## src/rtl/dmem_arb_pkg.sv

```systemverilog
// Shared types and widths for the data-memory arbiter.
package dmem_arb_pkg;

   typedef enum logic [1:0] {IDLE, OWN0, OWN1} arb_state_t;

   localparam int NUM_PORTS = 2;
   localparam int ADDR_W    = 8;
   localparam int DATA_W    = 8;

endpackage

```

## src/rtl/dmem_arbiter.sv

```systemverilog
// Two-port round-robin arbiter in front of the single-ported 256x8 data memory.
// Port 0 is the processor load/store path, port 1 the bulk loader/DMA path.
// Grant is combinational. Read data comes back one cycle after grant, tagged to
// the port that issued the read.
//
// state | meaning
// IDLE  | no owner; round-robin between requesters, tie goes to port != last_gnt
// OWN0  | port 0 holds a lock; port 1 is held off
// OWN1  | port 1 holds a lock; port 0 is held off
module dmem_arbiter
   import dmem_arb_pkg::*;
#(
   parameter int unsigned LOCK_MAX = 16
) (
   input  logic                 clk,
   input  logic                 reset,
   input  logic [NUM_PORTS-1:0] req_i,
   input  logic [NUM_PORTS-1:0] we_i,
   input  logic [NUM_PORTS-1:0] lock_i,
   input  logic [ADDR_W-1:0]    addr0_i,
   input  logic [ADDR_W-1:0]    addr1_i,
   input  logic [DATA_W-1:0]    wdata0_i,
   input  logic [DATA_W-1:0]    wdata1_i,
   output logic [NUM_PORTS-1:0] gnt_o,
   output logic [NUM_PORTS-1:0] rvalid_o,
   output logic [DATA_W-1:0]    rdata_o,
   output logic                 mem_wen_o,
   output logic                 mem_ren_o,
   output logic [ADDR_W-1:0]    mem_addr_o,
   output logic [DATA_W-1:0]    mem_wdata_o,
   input  logic [DATA_W-1:0]    mem_rdata_i
);

   localparam logic [7:0] LOCK_LIMIT = LOCK_MAX[7:0];

   arb_state_t           state;
   logic                 last_gnt;
   logic [7:0]           lock_cnt;
   logic                 rd_pend;
   logic                 rd_tag;

   logic [NUM_PORTS-1:0] gnt;
   logic                 granted;
   logic                 sel;
   logic                 is_read;
   logic [7:0]           cnt_inc;

   // Grant selection: round-robin in IDLE, owner-only while locked, nothing in reset.
   always_comb begin
      gnt = '0;
      case (state)
         IDLE: begin
            if (req_i[0] && (!req_i[1] || last_gnt))
               gnt = 2'b01;
            else if (req_i[1])
               gnt = 2'b10;
         end
         OWN0:    gnt[0] = req_i[0];
         OWN1:    gnt[1] = req_i[1];
         default: gnt = '0;
      endcase
      if (reset)
         gnt = '0;
   end

   assign granted = |gnt;
   assign sel     = gnt[1];
   assign is_read = granted & ~we_i[sel];

   // Saturating so a misconfigured LOCK_MAX can never wrap the count.
   assign cnt_inc = (lock_cnt == 8'hFF) ? 8'hFF : lock_cnt + 8'd1;

   // Memory pin drive, muxed from the granted port and zero when idle.
   always_comb begin
      mem_wen_o   = granted & we_i[sel];
      mem_ren_o   = is_read;
      mem_addr_o  = '0;
      mem_wdata_o = '0;
      if (granted) begin
         mem_addr_o  = sel ? addr1_i  : addr0_i;
         mem_wdata_o = sel ? wdata1_i : wdata0_i;
      end
   end

   assign gnt_o = gnt;

   // Ownership FSM, round-robin history and read tagging.
   always_ff @(posedge clk or posedge reset) begin
      if (reset) begin
         state    <= IDLE;
         last_gnt <= 1'b1;
         lock_cnt <= '0;
         rd_pend  <= 1'b0;
         rd_tag   <= 1'b0;
      end else begin
         rd_pend <= is_read;
         if (is_read)
            rd_tag <= sel;
         if (granted)
            last_gnt <= sel;

         case (state)
            IDLE: begin
               // LOCK_MAX of 1 means the entry grant already uses the whole budget.
               if (granted && lock_i[sel] && (LOCK_LIMIT > 8'd1)) begin
                  state    <= sel ? OWN1 : OWN0;
                  lock_cnt <= 8'd1;
               end
            end
            OWN0, OWN1: begin
               // cnt_inc counts the transfer happening now; release once it hits the limit.
               if (!granted || !lock_i[sel] || (cnt_inc >= LOCK_LIMIT)) begin
                  state    <= IDLE;
                  lock_cnt <= '0;
               end else begin
                  lock_cnt <= cnt_inc;
               end
            end
            default: begin
               state    <= IDLE;
               lock_cnt <= '0;
            end
         endcase
      end
   end

   // Memory already registers read data, so only the strobe is ours.
   always_comb begin
      rvalid_o = '0;
      if (rd_pend && !reset)
         rvalid_o[rd_tag] = 1'b1;
   end

   assign rdata_o = mem_rdata_i;

endmodule

```

## config.mk

```make
export PLATFORM = sky130hd
export DESIGN_NAME = dmem_arbiter
export DESIGN_NICKNAME = d
export VERILOG_FILES = /design/src/rtl/dmem_arb_pkg.sv /design/src/rtl/dmem_arbiter.sv
export SDC_FILE = /design/constraint.sdc
export NUM_CORES = 1
export LEC_CHECK = 0
export ABC_AREA = 1
export CORE_AREA = 3 3 64 66
export DETAILED_ROUTE_END_ITERATION = 10
export DIE_AREA = 0 0 67 69
export GPL_ROUTABILITY_DRIVEN = 0
export PLACE_DENSITY = 0.76
export SLEW_MARGIN = 20
export SYNTH_ARGS = -nofsm -noshare
export SYNTH_HDL_FRONTEND = slang
export SYNTH_SLANG_ARGS = --single-unit
```

## constraint.sdc

```tcl
create_clock -name clk -period 2 [get_ports clk]
set_clock_uncertainty 0.15 [all_clocks]
set_input_delay 0.6 -clock clk [delete_from_list [all_inputs] [get_ports clk]]
set_output_delay 0.6 -clock clk [all_outputs]
set_load 0.05 [all_outputs]
```

-- Word level (Yosys, flattened, before mapping)
Cells that the tools add are included.
Widths: inputs -> output; s select.
- add/subtract/negate cells: 1
- $lt $le $gt $ge: 4
- eq/ne operators: 5
- multiplexer cells: 24
- bitwise gates (word level): 3
- reductions and logical operators: 15
- operator list (cell ; count):
    $mux 8 ; 7
    $pmux 8 s2 ; 1
    $mux 2 ; 7
    $add 8x1->8 const B ; 1
    $eq 8x8->1 const B ; 1
    $ge 8x5->1 const B ; 1
    $mux 1 ; 5
    $logic_and 1x1->1 ; 4
    $logic_not 1->1 ; 4
    $lt 1x2->1 const B ; 2
    $ne 2x2->1 const B ; 2
    $pmux 1 s2 ; 2
    $pmux 2 s2 ; 1
    $reduce_or 2->1 ; 2
    $logic_or 1x1->1 ; 3
    $and 1x1->1 ; 2
    $eq 2x1->1 const B ; 1
    $eq 2x2->1 const B ; 1
    $logic_not 2->1 ; 1
    $reduce_and 2->1 ; 1
    $demux 1 s1 ; 1
    $ge 1x1->1 const B ; 1
    $not 1->1 ; 1
- register bits: 13
- input port bits: 48

-- Longest topological paths before layout
- word-level depth: 13
- depth in mapped cells: 13
- gate-level depth less buffers: 13

-- Worst setup path after synthesis
Ideal clock, no wire load.
- kind: input -> output
- from: input port req_i[1]
- to: output port mem_wen_o
- arrival: 2.281 ns
- setup slack: -1.031 ns
- stages: 6
- buffers on the path: 1
- cell sequence: inv_1 nor2_1 a21boi_1 buf_2 nor2_1 nor3_1
- cells in the longest elaborated chain, start to end: 9
- elaborated cells between the ends (all ways): 12
- classes of those cells: mux (7); bitwise (1); reduce/logical (4)
- ends and longest elaborated chain (item ; RTL line ; RTL):
    from (decl) ; dmem_arbiter.sv:17 ; input logic [NUM_PORTS-1:0] req_i,
    $logic_not 1->1 ; dmem_arbiter.sv:53 ; if (req_i[0] && (!req_i[1] || last_gnt))
    $logic_or 1x1->1 ; dmem_arbiter.sv:53 ;
    $logic_and 1x1->1 ; dmem_arbiter.sv:53 ;
    $mux 2 ; dmem_arbiter.sv:53 ;
    $pmux 1 s2 ; dmem_arbiter.sv:51 ; case (state)
    $mux 2 * ; dmem_arbiter.sv:62 ; if (reset)
    $mux 1 (not written as such) (2 in a row) ; dmem_arbiter.sv:75 ; mem_wen_o = granted & we_i[sel];
    $and 1x1->1 * ; dmem_arbiter.sv:75 ;
    to (decl) ; dmem_arbiter.sv:27 ; output logic mem_wen_o,
Mark *: on every way between the ends. The rest lies on a longest branch, timed or not. The select of a mux whose other input is x is not followed.

-- Worst setup path in the final report
- from: register last_gnt
- to: output port mem_wdata_o[6]
- cells in the longest elaborated chain, start to end: 7
- elaborated cells between the ends (all ways): 9
- classes of those cells: mux (6); reduce/logical (3)
- ends and longest elaborated chain (item ; RTL line ; RTL):
    from (decl) ; dmem_arbiter.sv:37 ; logic last_gnt;
    from (signal assigned) ; dmem_arbiter.sv:100 ; last_gnt <= sel;
    $logic_or 1x1->1 * ; dmem_arbiter.sv:53 ;
    $logic_and 1x1->1 * ; dmem_arbiter.sv:53 ;
    $mux 2 * ; dmem_arbiter.sv:53 ;
    $pmux 1 s2 ; dmem_arbiter.sv:51 ;
    $mux 2 * ; dmem_arbiter.sv:62 ;
    $mux 8 or $reduce_or 2->1 (tied branches) ; dmem_arbiter.sv:81, dmem_arbiter.sv:66 ;
    $mux 8 * ; dmem_arbiter.sv:79 ; if (granted) begin
    to (decl) ; dmem_arbiter.sv:30 ; output logic [DATA_W-1:0] mem_wdata_o,
Mark *: on every way between the ends. The rest lies on a longest branch, timed or not.

==> run summary <==
Crit path kind: flop to output pin
Die width: 67 um
Synth top area share: 25.42%
Vias: 1824
Reg area: 327.8 um2
CP required: 1250 ps
Longest Clk Path Bufs: 2
Register area share after synthesis: 27.65%
CTS Hold Buffers Added: 0
Sw frac: 48.35%
Initial antenna violation count: 0
Core ar.: 3633 um2
Tightest Hold Check Type: input pin to asynchronous set/reset pin
Synthesized cell area: 1181 um2
Total power draw: 2.723 mW
Syn Area/Cell: 6.216 um2
Critical Path AT: 1870 ps
Nets: 331
Crit-path max FO: 10
Initial cell density of the core: 32.51%
Fill cells: 164
Leakage power: 1.356 nW
1st-iter DRT viols: 152
Area delta synth->final: 157.0%
Final WL: 7.516 mm
Total GRT Usage: 28.22%
Drt via density: 5.612
First-pass detailed-route iteration total: 5
Final worst slack: -619.5 ps
Vias in the first global route: 1779
Sw power: 1.317 mW
CTS H-Tree Depth: 1
Sequential share of power: 13.8%
Setup TNS: -13000 ps
Num rows: 22
DP Wirelength: 3.108 mm
Hold Violations, Final: 0
Synth Register Bits: 13
Tcrit/Tclk final: 131.0%
Routed len/inst: 23.13 um
Worst VDD drop: 0.0009551 V
CTS root buf: clkbuf_8
Post-route insts no fill: 325
Cell variety after synth: 21
I/O Buffers: 61
Max Fclk: 381.8 MHz
P_int: 1.406 mW
PD cells: 897.2 nW/um2
Drc violations: 0
Status: complete, but fails checks
First-pass GRT wire length: 9.515 mm
Placement Cell Area: 2336 um2
Clk Latency, worst-skew pair: 270 ps
Rel. slew slack: 75.77%
Final Setup Violations: 31
Multi-input gate area: 1270 um2
Post-Layout Inst Area: 3035 um2
Die area: 4623 um2
Total gr overflow: 0
Syn. warnings: 0
Diode count: 0
Crit path launch type: flop
CTS clk-pin slew, worst paths: 70 ps
Cts bufs inserted: 3
IO Pins: 78
Cells after Synth: 190
Die height: 69 um
Fin crit period: 2619 ps
Largest net degree at the start of global routing: 11
Antenna-violating nets left: 0
Setup crit end kind: output pin
Clock sinks: 13
Largest area contributor in the netlist: dfrtp_1
Clock power share: 9.8%
MaxCap Viol Count: 0
Max-slew violation count: 0
Synthesized Nets: 243
CTS tree: built
Violated checks: negative setup slack
Layout Utilization: 83.54%
Layout cells sized above 1: 58.48%
RSZ-0062 raised after global routing: true
Tightest Pin Transition: 362.3 ps
Combinational share of power: 76.4%
Length in cells of the worst reg-to-reg path: 15
Synth area leaders: dfrtp_1 25%, nand2_1 23%, nand3_1 11%, inv_1 7.0%, buf_4 5.7%
Post-Place Cells: 306
==> cells in the mapped netlist <==
library cell and instances:
nand3_1 25, o21ai_0 4, nor2_1 14, dfstp_2 1, xor2_1 2, inv_2 2
a21boi_1 1, ha_1 5, dfrtp_1 12, nand3_2 2, nor2_2 2, nand4_1 2
o22ai_1 1, nor2_4 2, buf_4 9, inv_1 22, nor3_1 3, buf_2 4
nand2_1 72, nand2_2 4, a21boi_0 1
==> state kept, by name, summed over array words and instances (netlist names) <==
signal and flops:
rd_tag 1, lock_cnt 8, last_gnt 1, rd_pend 1
state 2
==> power groups by stage <==
stage          registers, mW  clock network (mW)  logic (mW)
6_report               0.376               0.266        2.08
5_1_grt                0.375               0.276        2.14
4_1_cts                0.360               0.246        1.70
3_5_place_dp           0.356                   0        1.37
3_3_place_gp           0.354                   0        1.35
2_1_floorplan          0.353                   0       0.782
==> cells by family after synthesis <==
kind of cell    count (synthesis)  synth area share, %
compound gates                  7                3.497
xor+xnor                        2                1.483
fa+ha+maj                       5                5.297
buf+inv                        37                15.04
flops                          13                27.65
simple gates                  126                47.03
==> layout make-up <==
cell class	instances	share of cell area, %
Tap cell	48	1.979
Inverter	24	3.380
Timing Repair Buffer	96	40.52
Sequential cell	13	10.80
Multi-Input combinational cell	140	41.84
Clock buffer	4	1.484
==> worst paths after layout <==
path | start | endpoint | slack (ps)
worst max-delay path | last_gnt | mem_wdata_o[6] | -620
worst min-delay path | reset | lock_cnt[0] | 350
worst max register to register | last_gnt | state[1] | -200
max in group asynchronous | reset | last_gnt | 1140
min in group clk | last_gnt | last_gnt | 400
worst min register to register | last_gnt | last_gnt | 400
==> metrics by stage <==
stage               setup WS, ps  hold slack [ps]
global route              -664.2            343.8
floorplan                 -333.9            322.0
finish                    -619.5            350.3
CTS                       -469.1            338.0
detailed placement        -734.7            369.5
global placement          -736.6            360.4
==> cell usage in the layout, fill, tap and decap left out, drive strengths merged, types with 3 or more instances in the layout <==
cell and instances:
buf 59, clkbuf 4, clkdlybuf4s50 36, dfrtp 12, ha 5, inv 24
nand2 76, nand3 27, nor2 18, nor3 3, o21ai 4
==> per-layer routing <==
layer,wire [um],global-route usage (%)
met5,0,0
met4,428,10.59
met3,591,5.537
met2,3944,50.00
met1,2552,32.32
==> worst max-delay path, stage by stage (launching register included) <==
cell	delay, ps
dfstp_2	540
inv_2	40
nand2_2	90
nand2_2	80
nand2_4	100
nand2_2	100
nand2_4	130
buf_12	170
nand3_2	100
nand2_4	100
buf_12	130
==> timing repair <==
| item | 4_1_cts | 5_1_grt |
|---|---|---|
| gates resized for setup | 95 | 41 |
| setup buffers | 5 | 6 |
| cloned | 4 | 0 |
| endpoints found under the hold margin | 0 | 0 |
| endpoints found under the setup margin | 33 | 31 |
| pin swaps | 18 | 17 |
Note: power is estimated with default switching activity, not from simulation.
